File: src/rtl/alu_seq_pkg.sv
// Shared types and constants for the ALU instruction sequencer.
// Instruction layout, FSM states and default sizing live here.
package alu_seq_pkg;

   localparam int DATA_W_DEF = 8;
   localparam int NREGS_DEF  = 4;
   localparam int INSTR_W    = 20;
   localparam int REG_AW     = 2;
   localparam int OPC_W      = 4;

   localparam int OPC_MSB    = 19;
   localparam int OPC_LSB    = 16;
   localparam int DST_MSB    = 15;
   localparam int DST_LSB    = 14;
   localparam int SRCA_MSB   = 13;
   localparam int SRCA_LSB   = 12;
   localparam int SRCB_MSB   = 11;
   localparam int SRCB_LSB   = 10;
   localparam int IMMSEL_BIT = 9;
   localparam int LOAD_BIT   = 8;
   localparam int IMM_MSB    = 7;
   localparam int IMM_LSB    = 0;

   typedef enum logic [1:0] {
      IDLE = 2'd0,
      EXEC = 2'd1,
      CAPT = 2'd2
   } seq_state_e;

   typedef struct packed {
      logic [OPC_W-1:0]  opcode;
      logic [REG_AW-1:0] dst;
      logic [REG_AW-1:0] src_a;
      logic [REG_AW-1:0] src_b;
      logic              imm_sel;
      logic              load;
      logic [7:0]        imm;
   } instr_t;

   function automatic instr_t decode(input logic [INSTR_W-1:0] raw);
      instr_t d;
      d.opcode  = raw[OPC_MSB:OPC_LSB];
      d.dst     = raw[DST_MSB:DST_LSB];
      d.src_a   = raw[SRCA_MSB:SRCA_LSB];
      d.src_b   = raw[SRCB_MSB:SRCB_LSB];
      d.imm_sel = raw[IMMSEL_BIT];
      d.load    = raw[LOAD_BIT];
      d.imm     = raw[IMM_MSB:IMM_LSB];
      return d;
   endfunction

endpackage

File: src/rtl/alu_seq_regfile.sv
// Small register file: one write port, three combinational read ports.
// Contents clear asynchronously on reset.
import alu_seq_pkg::*;

module alu_seq_regfile #(
   parameter int DATA_W = DATA_W_DEF,
   parameter int NREGS  = NREGS_DEF
) (
   input  logic              clk,
   input  logic              rst_n,
   input  logic              we_i,
   input  logic [REG_AW-1:0] waddr_i,
   input  logic [DATA_W-1:0] wdata_i,
   input  logic [REG_AW-1:0] ra_addr_i,
   output logic [DATA_W-1:0] ra_data_o,
   input  logic [REG_AW-1:0] rb_addr_i,
   output logic [DATA_W-1:0] rb_data_o,
   input  logic [REG_AW-1:0] rc_addr_i,
   output logic [DATA_W-1:0] rc_data_o
);

   logic [DATA_W-1:0] regs_q [NREGS];

   always_ff @(posedge clk or negedge rst_n) begin
      if (!rst_n) begin
         for (int i = 0; i < NREGS; i++) begin
            regs_q[i] <= '0;
         end
      end else if (we_i) begin
         regs_q[waddr_i] <= wdata_i;
      end
   end

   assign ra_data_o = regs_q[ra_addr_i];
   assign rb_data_o = regs_q[rb_addr_i];
   assign rc_data_o = regs_q[rc_addr_i];

endmodule

File: src/rtl/alu_sequencer.sv
// Issues register-file instructions to an external clocked ALU and
// writes results back; loads bypass the ALU and complete in one cycle.
import alu_seq_pkg::*;

module alu_sequencer #(
   parameter int DATA_W = DATA_W_DEF,
   parameter int NREGS  = NREGS_DEF
) (
   input  logic               clk,
   input  logic               rst_n,
   input  logic               instr_valid,
   output logic               instr_ready,
   input  logic [INSTR_W-1:0] instr,
   output logic [DATA_W-1:0]  alu_a,
   output logic [DATA_W-1:0]  alu_b,
   output logic [OPC_W-1:0]   alu_opcode,
   input  logic [DATA_W-1:0]  alu_op,
   input  logic               alu_carry,
   input  logic               alu_zero,
   output logic               res_valid,
   output logic [DATA_W-1:0]  res_data,
   output logic [REG_AW-1:0]  res_dst,
   output logic               flag_carry,
   output logic               flag_zero,
   input  logic [REG_AW-1:0]  rd_addr,
   output logic [DATA_W-1:0]  rd_data
);

   instr_t            ins;
   seq_state_e        state_q, state_d;
   logic [DATA_W-1:0] alu_a_q, alu_a_d;
   logic [DATA_W-1:0] alu_b_q, alu_b_d;
   logic [OPC_W-1:0]  opc_q, opc_d;
   logic [REG_AW-1:0] dst_q, dst_d;
   logic              res_valid_q, res_valid_d;
   logic [DATA_W-1:0] res_data_q, res_data_d;
   logic [REG_AW-1:0] res_dst_q, res_dst_d;
   logic              carry_q, carry_d;
   logic              zero_q, zero_d;

   logic              accept;
   logic              rf_we;
   logic [REG_AW-1:0] rf_waddr;
   logic [DATA_W-1:0] rf_wdata;
   logic [DATA_W-1:0] src_a_val;
   logic [DATA_W-1:0] src_b_val;
   logic [DATA_W-1:0] imm_ext;

   assign ins     = decode(instr);
   assign imm_ext = DATA_W'(ins.imm);

   // Ready depends on state only, never on instr_valid.
   assign instr_ready = (state_q == IDLE);
   assign accept      = instr_valid && instr_ready;

   alu_seq_regfile #(
      .DATA_W (DATA_W),
      .NREGS  (NREGS)
   ) u_regfile (
      .clk       (clk),
      .rst_n     (rst_n),
      .we_i      (rf_we),
      .waddr_i   (rf_waddr),
      .wdata_i   (rf_wdata),
      .ra_addr_i (ins.src_a),
      .ra_data_o (src_a_val),
      .rb_addr_i (ins.src_b),
      .rb_data_o (src_b_val),
      .rc_addr_i (rd_addr),
      .rc_data_o (rd_data)
   );

   always_comb begin
      state_d     = state_q;
      alu_a_d     = alu_a_q;
      alu_b_d     = alu_b_q;
      opc_d       = opc_q;
      dst_d       = dst_q;
      res_valid_d = 1'b0;
      res_data_d  = res_data_q;
      res_dst_d   = res_dst_q;
      carry_d     = carry_q;
      zero_d      = zero_q;
      rf_we       = 1'b0;
      rf_waddr    = ins.dst;
      rf_wdata    = imm_ext;

      unique case (state_q)
         IDLE: begin
            if (accept) begin
               if (ins.load) begin
                  rf_we = 1'b1;
               end else begin
                  alu_a_d = src_a_val;
                  alu_b_d = ins.imm_sel ? imm_ext : src_b_val;
                  opc_d   = ins.opcode;
                  dst_d   = ins.dst;
                  state_d = EXEC;
               end
            end
         end
         EXEC: begin
            state_d = CAPT;
         end
         CAPT: begin
            rf_we    = 1'b1;
            rf_waddr = dst_q;
            rf_wdata = alu_op;
            carry_d  = alu_carry;
            zero_d   = alu_zero;
            state_d  = IDLE;
         end
         default: begin
            state_d = IDLE;
         end
      endcase

      // Every register-file write is reported one cycle later.
      if (rf_we) begin
         res_valid_d = 1'b1;
         res_data_d  = rf_wdata;
         res_dst_d   = rf_waddr;
      end
   end

   always_ff @(posedge clk or negedge rst_n) begin
      if (!rst_n) begin
         state_q     <= IDLE;
         alu_a_q     <= '0;
         alu_b_q     <= '0;
         opc_q       <= '0;
         dst_q       <= '0;
         res_valid_q <= 1'b0;
         res_data_q  <= '0;
         res_dst_q   <= '0;
         carry_q     <= 1'b0;
         zero_q      <= 1'b0;
      end else begin
         state_q     <= state_d;
         alu_a_q     <= alu_a_d;
         alu_b_q     <= alu_b_d;
         opc_q       <= opc_d;
         dst_q       <= dst_d;
         res_valid_q <= res_valid_d;
         res_data_q  <= res_data_d;
         res_dst_q   <= res_dst_d;
         carry_q     <= carry_d;
         zero_q      <= zero_d;
      end
   end

   assign alu_a      = alu_a_q;
   assign alu_b      = alu_b_q;
   assign alu_opcode = opc_q;
   assign res_valid  = res_valid_q;
   assign res_data   = res_data_q;
   assign res_dst    = res_dst_q;
   assign flag_carry = carry_q;
   assign flag_zero  = zero_q;

endmodule

File: config.mk
export PLATFORM = sky130hd
export DESIGN_NAME = alu_sequencer
export DESIGN_NICKNAME = d
export VERILOG_FILES = /design/src/rtl/alu_seq_pkg.sv /design/src/rtl/alu_seq_regfile.sv /design/src/rtl/alu_sequencer.sv
export SDC_FILE = /design/constraint.sdc
export NUM_CORES = 1
export LEC_CHECK = 0
export BUFFER_PORTS_ARGS = -buffer_cell sky130_fd_sc_hd__buf_2
export CAP_MARGIN = 30
export CORE_ASPECT_RATIO = 1.1
export CORE_MARGIN = 2
export CORE_UTILIZATION = 40
export CTS_BUF_LIST = sky130_fd_sc_hd__clkbuf_4
export CTS_CLUSTER_SIZE = 25
export DETAILED_ROUTE_END_ITERATION = 8
export GPL_TIMING_DRIVEN = 0
export SYNTH_ARGS = -nofsm -noshare
export SYNTH_HDL_FRONTEND = slang
export SYNTH_SLANG_ARGS = --single-unit
File: constraint.sdc
create_clock -name clk -period 2.1 [get_ports clk]
set_clock_uncertainty 0.05 [all_clocks]
set_input_delay 0.42 -clock clk [delete_from_list [all_inputs] [get_ports clk]]
set_output_delay 0.42 -clock clk [all_outputs]
set_load 0.01 [all_outputs]
Word level (Yosys, flattened, before mapping)
Cells that the tools add are included.

Equal/unequal tests: 4. Bitwise logic cells: 5. Reductions and logical operators: 5. Mux-type cells: 22. Order comparisons: 5.

Operator list (number): two-way mux 8 bit (9); binary-select mux 8 bit (select 2 bit) (3); bitwise mux 32 bit (1); demux 8 bit (select 2 bit) (1); greater-or-equal comparator 3 bit, second input constant (4); NOT 2 -> 3 bit (4); two-way mux 2 bit (3); case mux 2 bit (2 select lines) (1); less-than comparator 3 x 1 -> 1 bit, second input constant (1); two-way mux 1 bit (3); AND reduction 3 bit (1); equality test 2 x 1 -> 1 bit, second input constant (1); equality test 2 bit, second input constant (1); logical AND 1 bit (2); logical NOT 2 bit (1); inequality test 2 x 1 -> 1 bit, second input constant (1); inequality test 2 bit, second input constant (1); case mux 1 bit (2 select lines) (1); AND reduction 2 bit (1); NOT 1 bit (1).

Word-level logic and storage cells: 55. Flip-flop bits (word level): 69. Output and inout bits: 42. Input port bits: 35.

Longest topological paths before layout
Depth after elaboration: 8. Mapped depth: 6. Mapped depth without buffers: 3.

Modules after synthesis
A second synthesis with hierarchy kept.

Cell total of the unflattened synthesis: 207. Area total of the unflattened synthesis: 3412.0 sq um.

By module, submodules not included: alu_seq_regfile (seq. area each 800.8 sq um, instances 1, cells an instance 98, area an instance 1779.2 sq um); alu_sequencer (seq. area each 925.9 sq um, instances 1, cells an instance 109, area an instance 1632.8 sq um).

Least setup slack after synthesis
Ideal clock, no wire load.

Kind: input to output. Start: input rd_addr[0]. End: output rd_data[0]. Stages: 2. Path slack: 0.422 ns. Arrival: 1.208 ns. Path through: buf_2 -> mux4_2.

Longest elaborated chain between the ends: 4.

Ends and longest elaborated chain: from (decl) (RTL line alu_sequencer.sv:25) `input logic [REG_AW-1:0] rd_addr,`; NOT 2 -> 3 bit (not written as such) (RTL line alu_seq_regfile.sv:36) `assign rc_data_o = regs_q[rc_addr_i];`; binary-select mux 8 bit (select 2 bit) (RTL line alu_seq_regfile.sv:36); two-way mux 8 bit (not written as such) (2 in series) (RTL line alu_seq_regfile.sv:36); to (decl) (RTL line alu_sequencer.sv:26) `output logic [DATA_W-1:0] rd_data`.

No other way between the ends. The select of a mux whose other input is x is not followed.

Worst setup path in the final report
Start: input rd_addr[1]. End: output rd_data[2].

Same word-level chain as after synthesis.

==> reports/qor.yml <==
status:
  status: "finished clean"
pwr:
  leakage_nw: 1.83
  vdd_drop_max_v: 0.000331
  pwr_density_cell_mw_per_mm2: 1060
worst_setup_path:
  slowest_stage: "buf_1"
  critPathLaunch: "rd_addr[1]"
  crit_chain: "buf_1, mux4_2, buf_2"
  reg2reg_depth: 5
  setup.worst_path.start_class: "input pin"
  cp_max_fo: 8
  r2r-start: "state_q[1]$_DFFE_PN0P_"
  required_ns: 1.63
  endpoint: "rd_data[2]"
  rr_endpoint: "u_regfile.regs_q[21]$_DFFE_PN0P_"
  cpPeakStageDelay_ns: 0.49
  cp.arrival_ns: 1.50
  r2r_slack_ns: 0.23
  crit_type: "input pin to primary output"
  cp-end-kind: "primary output"
flow_run:
  cap_violations: 0
synth:
  mappedNetlistArea_mm2: 0.00355
  ys_ff_latch: 69
  yosysTopAreaCellShare_pct: 48.6
  postSynth.asyncResetShare_pct: 100
  synth_edf_count: 0
  synth_cells: 223
  yosys.area.top_type: "dfrtp_1"
  synthFlopType: "dfrtp_1"
  synth_nets: 258
  postSynthAreaPerCell_um2: 15.9
  yosysSeqAreaShare_pct: 48.6
  yosysWarnings: 0
  synth_area_leaders: "dfrtp_1, mux2_2, mux4_2"
  synthDistinctLibCells: 27
cts:
  clk_latency_ns: 0.41
  cts.sinks: 69
  postCtsSetupBuffers: 0
  tritoncts: "built"
  cts.clk_slew.worst_paths_ns: 0.12
  cts_max_level: 3
  clockBufferDepth: 2
  cts_resized: 0
  cts_hold_buf: 1
  root_buffer: "clkbuf_4"
  cts_made_buffers: 9
routing:
  vias_per_cell: 5.34
  vias: 2247
  wirelength_um: 8300
  wl_per_cell_um: 19.7
  drtPass1Iterations: 4
  drc_errors: 0
  drt-initial-drc-count: 58
  ant_nets: 0
floorplanning:
  die_w_um: 93.8
  initial_utilization_pct: 40.6
  num_io_pins: 77
  coreArea_mm2: 0.00874
  placementRows: 36
  dieArea_mm2: 0.00965
  die_h_um: 103
timing:
  slew-limit-headroom_pct: 52.2
  period_share_pct: 93.9
  rsz0062_at_grt: "no"
  finalHoldViolCount: 0
  setup_tns_ns: 0
  whs_ns: 0.185
  min_period_ns: 1.97
  slew_viol_final: 0
  layout_setup_ws_ns: 0.127
  max_freq_ghz: 0.507
  worst_slew_pin_slew_ns: 0.717
  finalSetupViolCount: 0
layout:
  stdcell_count: 421
  seq_area_mm2: 0.00173
  num-fill-cells: 820
  multi_input_area_mm2: 0.00170
  post-route-cell-area_mm2: 0.00417
  drive_gt1_share_pct: 60.9
  finalNetCount: 340
  syn2layout_area_growth_pct: 17.3
  num_antenna_cells: 0
global_routing:
  grt_start_max_net_pins: 52
  grt_overflow: 0
  grt_pass1_vias: 2273
  grt_usage_pct: 17.8
  grt_antenna_before_repair: 0
  grt_pass1_wl_um: 12500
min_path:
  min_path_type: "input pin to register"
  min_path_cells: 2
placed_design:
  placed_area_mm2: 0.00407
  dp_hpwl_um: 5570
  gp_congestion: 0.770
  place_inst: 407
  place_ws_ns: 0.141
  portBuffers: 69
[area by class of cell]
class,instances,area share (%)
plain buffers,15,2.70
inverters,2,0.180
well taps,114,3.42
clock inverters,4,0.451
flip-flops and latches,69,41.5
multi-input cells,137,40.9
clock buffers,9,1.62
repair buffers,71,9.25
[cell usage after synthesis, types with 2 or more instances]
master / n
mux2_2: 48
nand2_1: 3
buf_6: 4
dfrtp_1: 69
a21oi_1: 9
mux4_2: 24
nor2b_1: 2
a32oi_4: 3
mux2i_1: 8
inv_1: 2
a22oi_1: 4
mux2_4: 14
buf_2: 5
nor2_1: 10
o21ai_0: 4
buf_1: 3
[worst max-delay path, delay by kind of cell]
family,cells,cell delay [ns]
buffers and inverters,2,0.65
muxes,1,0.43
[sequential cells by signal (all words and copies together), names as in the netlist]
| name | flops |
|---|---|
| alu_a | 8 |
| alu_b | 8 |
| alu_opcode | 4 |
| dst_q | 2 |
| flag_carry | 1 |
| flag_zero | 1 |
| res_data | 8 |
| res_dst | 2 |
| res_valid | 1 |
| state_q | 2 |
| u_regfile.regs_q | 32 |
[stage by stage]
step,utilization [%],power [mW]
2_1_floorplan,-,3.22
3_3_place_gp,46.2,3.73
3_5_place_dp,46.6,3.79
4_1_cts,47.7,4.46
5_1_grt,47.7,4.71
6_report,47.7,4.41
[metal layers]
metal | up-vias | wire [um] | global-route usage [%]
li1 | 1016 | - | -
met1 | 1160 | 3620 | 22.7
met2 | 60 | 4190 | 30.8
met3 | 11 | 360 | 3.80
met4 | 0 | 126 | 5.35
met5 | - | 0 | 0
[placed cells by master, fill, tap and decap left out]
master / netlist / routed
clkbuf_1: 1 / 1
buf_2: 5 / 73
nor4b_4: 1 / 1
o21ai_0: 4 / 4
buf_16: 0 / 1
mux4_2: 24 / 24
buf_1: 3 / 3
a21oi_1: 9 / 9
buf_12: 1 / 1
mux2_2: 48 / 48
clkinv_2: 0 / 3
a22oi_1: 4 / 4
nor2_1: 10 / 10
a32oi_4: 3 / 3
mux2i_1: 8 / 8
clkinv_1: 0 / 1
nand2_1: 3 / 3
dlygate4sd3_1: 0 / 1
and3b_1: 1 / 1
clkbuf_4: 0 / 9
a32o_1: 1 / 1
and4bb_4: 1 / 1
inv_1: 2 / 2
and2_1: 1 / 1
buf_6: 4 / 4
dfrtp_1: 69 / 69
nor2b_1: 2 / 2
mux2_4: 14 / 14
buf_4: 1 / 2
nor2_2: 1 / 1
nor2b_4: 1 / 1
and2b_2: 1 / 1
[power breakdown]
group	total [mW]	leakage (nW)	switching, mW	internal, mW
Combinational	1.60	0.953	0.624	0.977
Sequential	2.15	0.819	0.350	1.80
Clock	0.665	0.0547	0.450	0.215
[worst min-delay path by stage]
stage | from | endpoint | slack (ns)
3_5_place_dp | rst_n | state_q[1]$_DFFE_PN0P_ | 0.27
3_3_place_gp | alu_opcode[3]$_DFFE_PN0P_ | alu_opcode[3]$_DFFE_PN0P_ | 0.43
2_1_floorplan | rst_n | alu_a[0]$_DFFE_PN0P_ | 0.07
6_report | instr[16] | alu_opcode[0]$_DFFE_PN0P_ | 0.19
5_1_grt | instr[17] | alu_opcode[1]$_DFFE_PN0P_ | 0.16
4_1_cts | instr[16] | alu_opcode[0]$_DFFE_PN0P_ | 0.17
[logic make-up (layout without fill, tap and decap cells)]
group,count (synthesis),after routing,share of synthesized area [%]
and+or+nand+nor,22,22,4.09
muxes,94,94,38.6
buffers and inverters,17,101,3.38
AOI/OAI and AO/OA,21,21,5.29
DFF,69,69,48.6
No activity file was read; power rests on OpenSTA's default activity.
